**config.mk**
```make
export PLATFORM = sky130hd
export DESIGN_NAME = fifo_synch_param
export DESIGN_NICKNAME = d
export VERILOG_FILES = /design/src/rtl/fifo_synch_param.sv
export SDC_FILE = /design/constraint.sdc
export NUM_CORES = 1
export LEC_CHECK = 0
export ABC_AREA = 1
export ABC_CLOCK_PERIOD_IN_PS = 2700
export BUFFER_PORTS_ARGS = -buffer_cell sky130_fd_sc_hd__buf_2
export CAP_MARGIN = 0
export CORE_UTILIZATION = 50
export CTS_CLUSTER_SIZE = 30
export DETAILED_ROUTE_END_ITERATION = 10
export PLACE_DENSITY = 0.63
export SETUP_SLACK_MARGIN = 0.15
export SYNTH_ARGS = -nofsm -noshare
export SYNTH_HDL_FRONTEND = slang
export SYNTH_SLANG_ARGS = --single-unit
export TNS_END_PERCENT = 50
```
**constraint.sdc**
```tcl
create_clock -name clk -period 2.7 [get_ports clk]
set_input_delay 0.54 -clock clk [delete_from_list [all_inputs] [get_ports clk]]
set_output_delay 0.54 -clock clk [all_outputs]
set_load 0.01 [all_outputs]
```
**src/rtl/fifo_synch_param.sv**
```systemverilog
// fifo_synch_param: parametrised single-clock FIFO with programmable
// almost-full/almost-empty flags, occupancy count, sticky overflow/underflow
// error flags and a selectable first-word-fall-through read mode.
// All status outputs are registered and reflect the occupancy after the edge.
module fifo_synch_param #(
  parameter int DATA_W    = 8,
  parameter int DEPTH     = 16,
  parameter int AF_THRESH = DEPTH - 2,
  parameter int AE_THRESH = 2,
  parameter int FWFT      = 0,
  parameter int CNT_W     = $clog2(DEPTH + 1)
) (
  input  logic              clk,
  input  logic              rst_n,
  input  logic              i_wr_en,
  input  logic [DATA_W-1:0] i_data_in,
  output logic              o_full,
  output logic              o_almost_full,
  input  logic              i_rd_en,
  output logic [DATA_W-1:0] o_data,
  output logic              o_empty,
  output logic              o_almost_empty,
  output logic [CNT_W-1:0]  o_count,
  output logic              o_overflow,
  output logic              o_underflow,
  input  logic              i_clr_err
);

  localparam int               PTR_W    = (DEPTH > 1) ? $clog2(DEPTH) : 1;
  localparam logic [PTR_W-1:0] PTR_LAST = PTR_W'(DEPTH - 1);
  localparam logic [CNT_W-1:0] CNT_FULL = CNT_W'(DEPTH);
  localparam logic [CNT_W-1:0] CNT_AF   = CNT_W'(AF_THRESH);
  localparam logic [CNT_W-1:0] CNT_AE   = CNT_W'(AE_THRESH);
  // A zero threshold would make almost-full true even when empty.
  localparam logic             AF_RST   = (AF_THRESH == 0) ? 1'b1 : 1'b0;

  logic [DATA_W-1:0] mem_r [DEPTH];
  logic [PTR_W-1:0]  wr_ptr_r;
  logic [PTR_W-1:0]  rd_ptr_r;
  logic [CNT_W-1:0]  count_r;
  logic              full_r;
  logic              empty_r;
  logic              af_r;
  logic              ae_r;
  logic              ovf_r;
  logic              udf_r;

  logic              rd_ok_s;
  logic              wr_ok_s;
  logic [CNT_W-1:0]  count_nxt_s;
  logic              ovf_nxt_s;
  logic              udf_nxt_s;

  // Pointer advance with wrap at DEPTH-1 (DEPTH need not be a power of two).
  function automatic logic [PTR_W-1:0] ptr_inc(input logic [PTR_W-1:0] ptr);
    if (ptr == PTR_LAST) begin
      return {PTR_W{1'b0}};
    end else begin
      return ptr + PTR_W'(1);
    end
  endfunction

  // Acceptance, next occupancy and next error flag state.
  always_comb begin
    rd_ok_s = i_rd_en && !empty_r;
    // A write into a full FIFO is still accepted when a read frees a slot.
    wr_ok_s = i_wr_en && (!full_r || rd_ok_s);
    case ({wr_ok_s, rd_ok_s})
      2'b10:   count_nxt_s = count_r + CNT_W'(1);
      2'b01:   count_nxt_s = count_r - CNT_W'(1);
      default: count_nxt_s = count_r;
    endcase
    // A fresh error event outranks a clear request in the same cycle.
    if (i_wr_en && !wr_ok_s) begin
      ovf_nxt_s = 1'b1;
    end else if (i_clr_err) begin
      ovf_nxt_s = 1'b0;
    end else begin
      ovf_nxt_s = ovf_r;
    end
    if (i_rd_en && empty_r) begin
      udf_nxt_s = 1'b1;
    end else if (i_clr_err) begin
      udf_nxt_s = 1'b0;
    end else begin
      udf_nxt_s = udf_r;
    end
  end

  // Pointers, occupancy, status flags and sticky errors.
  always_ff @(posedge clk or negedge rst_n) begin
    if (!rst_n) begin
      wr_ptr_r <= {PTR_W{1'b0}};
      rd_ptr_r <= {PTR_W{1'b0}};
      count_r  <= {CNT_W{1'b0}};
      full_r   <= 1'b0;
      empty_r  <= 1'b1;
      af_r     <= AF_RST;
      ae_r     <= 1'b1;
      ovf_r    <= 1'b0;
      udf_r    <= 1'b0;
    end else begin
      if (wr_ok_s) begin
        wr_ptr_r <= ptr_inc(wr_ptr_r);
      end
      if (rd_ok_s) begin
        rd_ptr_r <= ptr_inc(rd_ptr_r);
      end
      count_r <= count_nxt_s;
      full_r  <= (count_nxt_s == CNT_FULL);
      empty_r <= (count_nxt_s == {CNT_W{1'b0}});
      af_r    <= (count_nxt_s >= CNT_AF);
      ae_r    <= (count_nxt_s <= CNT_AE);
      ovf_r   <= ovf_nxt_s;
      udf_r   <= udf_nxt_s;
    end
  end

  // Storage array; contents are deliberately left unreset.
  always_ff @(posedge clk) begin
    if (wr_ok_s) begin
      mem_r[wr_ptr_r] <= i_data_in;
    end
  end

  generate
    if (FWFT == 0) begin : g_std_read
      logic [DATA_W-1:0] data_r;

      // Registered read: head word loaded on an accepted read, held otherwise.
      always_ff @(posedge clk or negedge rst_n) begin
        if (!rst_n) begin
          data_r <= {DATA_W{1'b0}};
        end else if (rd_ok_s) begin
          data_r <= mem_r[rd_ptr_r];
        end
      end

      assign o_data = data_r;
    end else begin : g_fwft_read
      // Head word presented directly from registered storage while non-empty.
      assign o_data = empty_r ? {DATA_W{1'b0}} : mem_r[rd_ptr_r];
    end
  endgenerate

  assign o_count        = count_r;
  assign o_full         = full_r;
  assign o_empty        = empty_r;
  assign o_almost_full  = af_r;
  assign o_almost_empty = ae_r;
  assign o_overflow     = ovf_r;
  assign o_underflow    = udf_r;

endmodule

```
# Yosys cells after proc, flatten, opt, wreduce, memory -nomap -nowiden
# Memories as Yosys holds them, arrays and structs flattened. A register that Yosys moved wholly into a read port is not among the register bits.
# Cells that the tools add are included.
# totals
ff_bits	19
mem_bits_rw	128
out_inout_bits	19
n_memories	1
# op_classes
add_sub_neg	4
magnitude_cmp	2
n_eq_ne	5
muxes	8
reduce_logical	12
# memory_table
name	depth	width	rd	rd_ports_with_merged_regs	wr	line	text
mem_r	16	8	1	1	1	37	logic [DATA_W-1:0] mem_r [DEPTH];
# op_table
cell	count
$pmux W5 S2	1
$add A4 B1 Y4 const B	2
$eq A4 B4 Y1 const B	2
$mux W4	2
$add A5 B1 Y5 const B	1
$eq A5 B5 Y1 const B	1
$ge A5 B4 Y1 const B	1
$le A5 B2 Y1 const B	1
$logic_not A5 Y1	1
$mux W1	5
$sub A5 B1 Y5 const B	1
$logic_and A1 B1 Y1	4
$logic_not A1 Y1	4
$reduce_bool A2 Y1	2
$eq A2 B1 Y1 const B	1
$eq A2 B2 Y1 const B	1
$logic_or A1 B1 Y1	1

# Logic depth before layout (Yosys ltp)
# Gate-level depths: netlist of run 1.
# logic_depth
depth_word	7
depth_mapped	19

# Worst setup path after synthesis of run 1
# No wires, ideal clock.
# synth_timing
path_type	input port to flip-flop
start	input port i_rd_en
end	register empty_r (netlist: o_empty)
arrival_ps	2267
setup_slack_ps	366
cell_stages	15
path_cell_list	inv_1 nor2_4 buf_1 ha_1 nor2_1 nor2_2 ha_1 inv_1 nand2_1 nand2_1 o21ai_2 nand3_2 nand2_1 nand2_2 nor2_1
# synth_between
elab_chain_len	6
elab_cells_between_ends	7
# synth_lines
item	line	text
start: declaration	19	input logic i_rd_en,
$logic_and A1 B1 Y1 (*)	65	rd_ok_s = i_rd_en && !empty_r;
via rd_ok_s	48	logic rd_ok_s;
$logic_or A1 B1 Y1	67	wr_ok_s = i_wr_en && (!full_r || rd_ok_s);
$logic_and A1 B1 Y1	67	
$eq A2 B1 Y1 or $eq A2 B2 Y1 (tied branches)	68	case ({wr_ok_s, rd_ok_s})
$pmux W5 S2 (*)	68	
via count_nxt_s[4]	50	logic [CNT_W-1:0] count_nxt_s;
$logic_not A5 Y1 (*)	111	empty_r <= (count_nxt_s == {CNT_W{1'b0}});
end signal: assignment	111	
end: declaration	42	logic empty_r;
# Mark *: on every way through the listed nets, which the timed path passes. The rest lies on a longest branch.
# A chain may end at the register's enable or synchronous reset.

# Worst setup path in the final report of run 1
# layout_timing
start	register empty_r (netlist: o_empty)
end	register full_r (netlist: o_full)
# layout_between
elab_chain_len	7
elab_cells_between_ends	8
# layout_lines
item	line	text
$logic_not A1 Y1 (*)	65	
$logic_and A1 B1 Y1 (*)	65	
$logic_or A1 B1 Y1	67	
$logic_and A1 B1 Y1	67	
$eq A2 B1 Y1 or $eq A2 B2 Y1 (tied branches)	68	
$pmux W5 S2 (*)	68	
$eq A5 B5 Y1 (*)	110	full_r <= (count_nxt_s == CNT_FULL);
end signal: assignment	110	
end: declaration	41	logic full_r;
# Every way passes the cells marked *; elsewhere a longest branch is shown, timed or not.

==> impl_metrics.csv, run 1 <==
group,metric,value,unit
route,via_count,4313,
clock_tree,clock_path_buffers,2,
place,placed_cell_area,6920,sq um
clock_tree,cts_resized,0,
yosys,synth_top_area_cell,"edfxtp_1",
floorplan,die_h,116,um
worst_setup_path,worstSetupPathType,"flop to flop",
final_layout,fin_nets,642,
grt,antenna_found_initial,1,
worst_setup_path,cp-endpoint,"o_full$_DFF_PN0_",
timing,period_minus_slack,2240,ps
timing,rsz0062_at_grt,"false",
route,first_pass_iters,5,
worst_setup_path,end_kind,"flop",
clock_tree,cts_hold_buf,0,
power_and_ir_drop,vdd_drop_max,426,uV
timing,min_period_over_period,0.830,
yosys,synth_ff_type,"edfxtp_1",
yosys,yosysWarnings,0,
timing,finalSetupViolCount,0,
yosys,synth.avg_cell_area,11.4,sq um
timing,maxSlewViolCount,0,
yosys,yosysMostFrequentCell,"edfxtp_1",
power_and_ir_drop,power_density,1110,nW/um^2
clock_tree,cts_tree,"yes",
route,drc,0,
clock_tree,post-cts-setup-buffers,0,
route,drt_iter0_drc,285,
yosys,synthCells,571,
grt,grt_max_degree,55,
yosys,ys_ff_latch,155,
floorplan,rows,41,
yosys,async_flop_share,0.174,
timing,clock_skew,7.09,ps
run,drv_cap,0,
clock_tree,cts_made_buffers,17,
timing,max_freq,446,MHz
final_layout,finish.instance_area,7520,sq um
power_and_ir_drop,p_leak,2.86,nW
grt,grt_overflow_total,0,
timing,relSlewSlack,0.565,
clock_tree,clkLatencyLatePin,430,ps
worst_setup_path,cp_max_fo,6,
worst_setup_path,r2r_end,"o_full$_DFF_PN0_",
yosys,syn_area,6520,sq um
route,totalWireLength,13.9,mm
place,hpwlAfterDp,8.80,mm
yosys,synth_nets,592,
yosys,synthTopCellsByArea,"edfxtp_1 59%, dfrtp_1 9.6%, nor2_1 6.3%, nand2_1 5.2%, nand3_1 3.5%",
status,outcome,"complete, no violations",
worst_setup_path,crit_path_start,"o_empty$_DFF_PN1_",
yosys,synth_top_area_frac,0.590,
final_layout,nFillCells,1071,
worst_hold_path,min_path_type,"input pin to asynchronous set/reset pin",
worst_setup_path,crit_arrival,2600,ps
floorplan,fp.dieW,116,um
floorplan,coreArea,12700,sq um
route,vias_per_cell,5.34,
worst_setup_path,start_kind,"flop",
worst_setup_path,critical_path_required,3060,ps
floorplan,dieArea,13500,sq um
clock_tree,htree_levels,4,
worst_setup_path,r2r-start,"o_empty$_DFF_PN1_",
final_layout,syn2layout_area_growth,15.4,%
grt,grt_use_total,0.232,
yosys,synthTopCellsByCount,"128 x edfxtp_1, 110 x nor2_1, 90 x nand2_1",
grt,grt_pass1_vias,4110,
clock_tree,root_buffer,"clkbuf_16",
yosys,synth_edf_count,128,
timing,hold_violations,0,
yosys,synth_seq_area_share,0.694,
route,wl_per_cell,17.2,um
worst_setup_path,rrSetupSlack,460,ps
floorplan,start_util,0.515,
timing,worst_pin_slew,653,ps
floorplan,pin_count,32,
grt,grt_first_pass_wirelength,22.3,mm
place,io_buffers,31,
clock_tree,clk_pin_slew,60,ps
place,place_congestion,0.816,
timing,fin_tns_setup,0,ps
worst_setup_path,reg2regPathDepth,15,
route,drtAntennaViolNets,0,
final_layout,drive_gt1_frac,0.155,
yosys,ys_types,29,
clock_tree,cts_sinks,155,
==> cell type report <==
class	count	area [sq um]	share of cell area
Clock buffer	22	454	0.0604
Sequential cell	155	4520	0.601
Antenna cell	1	2.50	0.000333
Multi-Input combinational cell	364	1730	0.229
Clock inverter	10	148	0.0196
Tap cell	172	215	0.0286
Inverter	28	105	0.0140
Timing Repair Buffer	55	348	0.0462
==> layer usage <==
metal / global-route usage / vias to the layer above / routed length [um]
li1: - / 2087 / -
met1: 0.318 / 2068 / 6140
met2: 0.355 / 134 / 6620
met3: 0.0566 / 24 / 820
met4: 0.101 / 0 / 298
met5: 0 / - / 0
==> cell families (layout without fill, tap and decap cells) <==
group	Yosys count	count (layout)	share of synthesized area
and+or+nand+nor	258	258	0.165
DFF	155	155	0.694
AOI/OAI and AO/OA	95	95	0.0804
buffers and inverters	52	115	0.0418
adders and majority gates	8	8	0.0154
xor gates and xnor gates	3	3	0.00403
other	0	1	0
==> critical path: stages (launching register included) <==
cell and delay (ps):
dfstp_2 560, nor2_4 60, inv_2 50, nand2_1 40
nand2_1 80, ha_1 270, nand2_1 70, inv_1 80
nor2_2 50, ha_1 270, inv_1 70, o21a_1 200
nand2_1 70, nor2_1 110, nand3_1 100, nor2_1 90
==> state kept, by name (all words and copies together), names as in the netlist, 4 cells and up <==
register and count:
o_data 8, rd_ptr_r 4, wr_ptr_r 4, o_count 5, mem_r 128
==> per-stage QoR <==
step                instances  total power, W   util  setup WS (ps)  hold WS (ps)
floorplan                 571         0.00517      -            366           244
global placement          774         0.00588  0.546            342           502
global route              806         0.00887  0.593            246           191
detailed placement        774         0.00593  0.546            283           512
finish                    807         0.00832  0.594            459           145
CTS                       806         0.00838  0.593            467           159
==> placed cells by master, fill, tap and decap left out, drive strengths merged, types with 9 or more instances in the layout <==
cell type / count
edfxtp: 128
nor2: 114
nand2: 92
o21ai: 60
buf: 55
nand3: 47
dfrtp: 25
inv: 25
clkbuf: 22
a21oi: 17
o211ai: 17
clkinv: 9
==> where the power goes <==
part | internal (W) | switching [W] | leakage (nW)
Clock | 0.00156 | 0.000877 | 0.297
Combinational | 0.000886 | 0.00183 | 1.09
Sequential | 0.00298 | 0.000189 | 1.48
Total | 0.00543 | 0.00290 | 2.86
==> worst min path at each step <==
stage / start / end / slack (ps) / cells past startpoint
after floorplan: rst_n / o_almost_full$_DFF_PN0_ / 240 / 0
after global placement: o_data[7]$_DFFE_PN0P_ / o_data[7]$_DFFE_PN0P_ / 500 / 2
after detailed placement: o_data[6]$_DFFE_PN0P_ / o_data[6]$_DFFE_PN0P_ / 510 / 2
after CTS: rst_n / o_almost_full$_DFF_PN0_ / 160 / 1
after global routing: rst_n / o_almost_full$_DFF_PN0_ / 190 / 1
final: rst_n / o_underflow$_DFFE_PN0P_ / 150 / 1
Power figures use the tool's default switching activity.
==> inputs of run 2 (changes only) <==
Settings changed: ABC_AREA 1 to 0, ABC_CLOCK_PERIOD_IN_PS 2700 to 1800, PLACE_DENSITY 0.63 to 0.66.
Clock period 2.7 ns to 1.8 ns, I/O delays scaled along.
==> impl_metrics.csv, run 2 <==
group,metric,value,unit
status,outcome,"finished, violations left",
status,violations,"setup timing",
worst_setup_path,start_kind,"flop",
clock_tree,cts_made_buffers,17,
yosys,ys_ff_latch,155,
clock_tree,clk_pin_slew,60,ps
clock_tree,root_buffer,"clkbuf_16",
yosys,async_flop_share,0.174,
route,totalWireLength,13.4,mm
floorplan,die_h,115,um
worst_setup_path,critical_path_required,2150,ps
floorplan,rows,40,
place,place_congestion,0.899,
power_and_ir_drop,power_density,1660,nW/um^2
yosys,synth.avg_cell_area,16.9,sq um
worst_hold_path,min_path_type,"input pin to flop",
worst_setup_path,worstSetupPathType,"flop to flop",
clock_tree,clkLatencyLatePin,420,ps
final_layout,fin_nets,473,
final_layout,seq_area,4520,sq um
final_layout,layout_common_cells,"128 x edfxtp_1, 31 x buf_2, 28 x buf_4, 23 x dfrtp_1",
timing,maxSlewViolCount,0,
grt,grt_overflow_total,0,
route,drtAntennaViolNets,0,
route,drc,0,
clock_tree,cts_tree,"yes",
power_and_ir_drop,combPwrFrac,0.389,
yosys,synth_ff_type,"edfxtp_1",
timing,rsz0062_at_grt,"true",
power_and_ir_drop,p_leak,2.92,nW
route,vias_per_cell,5.68,
worst_setup_path,end_kind,"flop",
clock_tree,htree_levels,4,
grt,antenna_found_initial,0,
run,drv_cap,0,
power_and_ir_drop,pwr-share-clk,0.247,
yosys,synthTopCellsByArea,"edfxtp_1 61%, dfrtp_1 9.8%, mux4_2 5.7%, mux2i_1 2.8%, nor2b_1 1.8%",
floorplan,dieArea,13200,sq um
final_layout,largest_reg_flops,128,
floorplan,start_util,0.520,
worst_setup_path,cp_num_buf_inv,1,
timing,min_period_over_period,1.33,
clock_tree,cts_sinks,155,
floorplan,pin_count,32,
timing,clock_skew,13.5,ps
worst_setup_path,cpPeakStageDelay,530,ps
final_layout,final_cells,633,
power_and_ir_drop,p_sw,0.00433,W
route,via_count,3596,
yosys,synth_edf_count,128,
final_layout,nFillCells,874,
yosys,yosysMostFrequentCell,"edfxtp_1",
worst_setup_path,crit_arrival,2760,ps
yosys,synthTopCellsByCount,"128 x edfxtp_1, 25 x dfrtp_1, 18 x mux2i_1, 18 x nor2b_1, 16 x mux4_2",
yosys,synth_nets,396,
timing,hold_violations,0,
yosys,synth_top_area_frac,0.605,
route,wl_per_cell,21.2,um
power_and_ir_drop,total_power,0.0133,W
route,drt_iter0_drc,349,
final_layout,drive_gt1_frac,0.406,
worst_setup_path,cp_max_fo,3,
timing,worst_pin_slew,651,ps
timing,relSlewSlack,0.566,
final_layout,top_register,"mem_r",
floorplan,fp.dieW,115,um
place,post-place-cells,592,
worst_setup_path,crit_path_top_delay_cell,"dfstp_2",
final_layout,layout.cells.most_common,"edfxtp_1",
timing,fin_tns_setup,-4860,ps
yosys,yosysWarnings,0,
route,first_pass_iters,4,
yosys,syn_area,6350,sq um
yosys,synthCells,375,
grt,grt_first_pass_wirelength,20.5,mm
power_and_ir_drop,p_int,0.00901,W
yosys,synth_seq_area_share,0.712,
place,dpl_worst_slack,-709,ps
final_layout,n_antenna_cell,0,
timing,finalSetupViolCount,49,
power_and_ir_drop,p_seq_frac,0.364,
floorplan,coreArea,12200,sq um
grt,grt_max_degree,29,
grt,grt_pass1_vias,3659,
final_layout,finish.instance_area,8040,sq um
grt,grt_use_total,0.221,
power_and_ir_drop,switching_share,0.324,
worst_setup_path,crit_family,"simple AND/OR/NAND/NOR gates",
place,placed_cell_area,7120,sq um
place,io_buffers,31,
final_layout,syn2layout_area_growth,26.5,%
power_and_ir_drop,vdd_drop_max,858,uV
yosys,ys_types,47,
yosys,synth_top_area_cell,"edfxtp_1",
worst_setup_path,crit_chain,"nand2b_4, a21boi_4, inv_2, ha_4, xor2_1, ha_2, a21oi_1, and2b_1, or4_1, nand2_1, a31o_2",
final_layout,multi_input_area,1970,sq um
timing,setup_slack,-601,ps
timing,max_freq,416,MHz
clock_tree,clock_path_buffers,2,
place,hpwlAfterDp,8.56,mm
timing,period_minus_slack,2400,ps
[run 2: cell type report]
| type | instances | area share |
|---|---|---|
| inverters | 10 | 0.00467 |
| multi-input cells | 188 | 0.245 |
| well taps | 168 | 0.0262 |
| clock inverters | 11 | 0.0106 |
| clock buffers | 21 | 0.0585 |
| flip-flops and latches | 155 | 0.563 |
| repair buffers | 80 | 0.0918 |
[run 2: timing repair]
item,in CTS,in global routing
gates resized for setup,36,26
endpoints found under the hold margin,25,0
hold buffers,1,0
gates cloned,2,0
pin swaps,7,8
endpoints found under the setup margin,113,148
setup buffers,4,2
[run 2: per-layer routing]
metal,global-route usage,up-vias,routed length [um]
met5,0,-,0
met4,0.0814,0,141
met3,0.0445,10,553
met2,0.371,94,7010
met1,0.286,1842,5700
li1,-,1650,-
[run 2: cells by family (layout without fill, tap and decap cells)]
group / after synthesis / count (layout) / share of synthesized area
DFF: 155 / 155 / 0.712
and+or+nand+nor: 74 / 74 / 0.0707
AOI/OAI and AO/OA: 58 / 58 / 0.0731
muxes: 43 / 43 / 0.101
buffers and inverters: 32 / 122 / 0.0207
adders and majority gates: 8 / 8 / 0.0158
xor gates and xnor gates: 5 / 5 / 0.00690
[run 2: worst reg2reg max path: stages (launching register included)]
cell,delay (ps)
dfstp_2,530
nand2b_4,140
a21boi_4,60
inv_2,70
ha_4,130
xor2_1,140
ha_2,220
a21oi_1,70
and2b_1,200
or4_1,510
nand2_1,120
a31o_2,150
[run 2: final timing paths]
check	to	cells after the start	from	slack, ps
worst min register to register	o_data[7]$_DFFE_PN0P_	1	o_data[7]$_DFFE_PN0P_	510
worst max-delay path	o_almost_full$_DFF_PN0_	11	o_empty$_DFF_PN1_	-600
worst max register to register	o_almost_full$_DFF_PN0_	11	o_empty$_DFF_PN1_	-600
min in group asynchronous	o_count[0]$_DFF_PN0_	2	rst_n	510
worst min-delay path	o_overflow$_DFFE_PN0P_	2	i_clr_err	140
max in group asynchronous	rd_ptr_r[0]$_DFFE_PN0P_	2	rst_n	830
[run 2: power groups by stage]
stage | logic, W | registers, W | clock network [W]
after floorplan | 0.00268 | 0.00487 | 0
after global placement | 0.00433 | 0.00485 | 0
after detailed placement | 0.00439 | 0.00487 | 0
after CTS | 0.00492 | 0.00483 | 0.00334
after global routing | 0.00557 | 0.00491 | 0.00347
final | 0.00519 | 0.00485 | 0.00330
[run 2: per-stage QoR]
stage | hold WS, ps | utilization
floorplan | 64.4 | -
global placement | 423 | 0.583
detailed placement | 424 | 0.583
CTS | 125 | 0.648
global route | 135 | 0.658
finish | 136 | 0.658
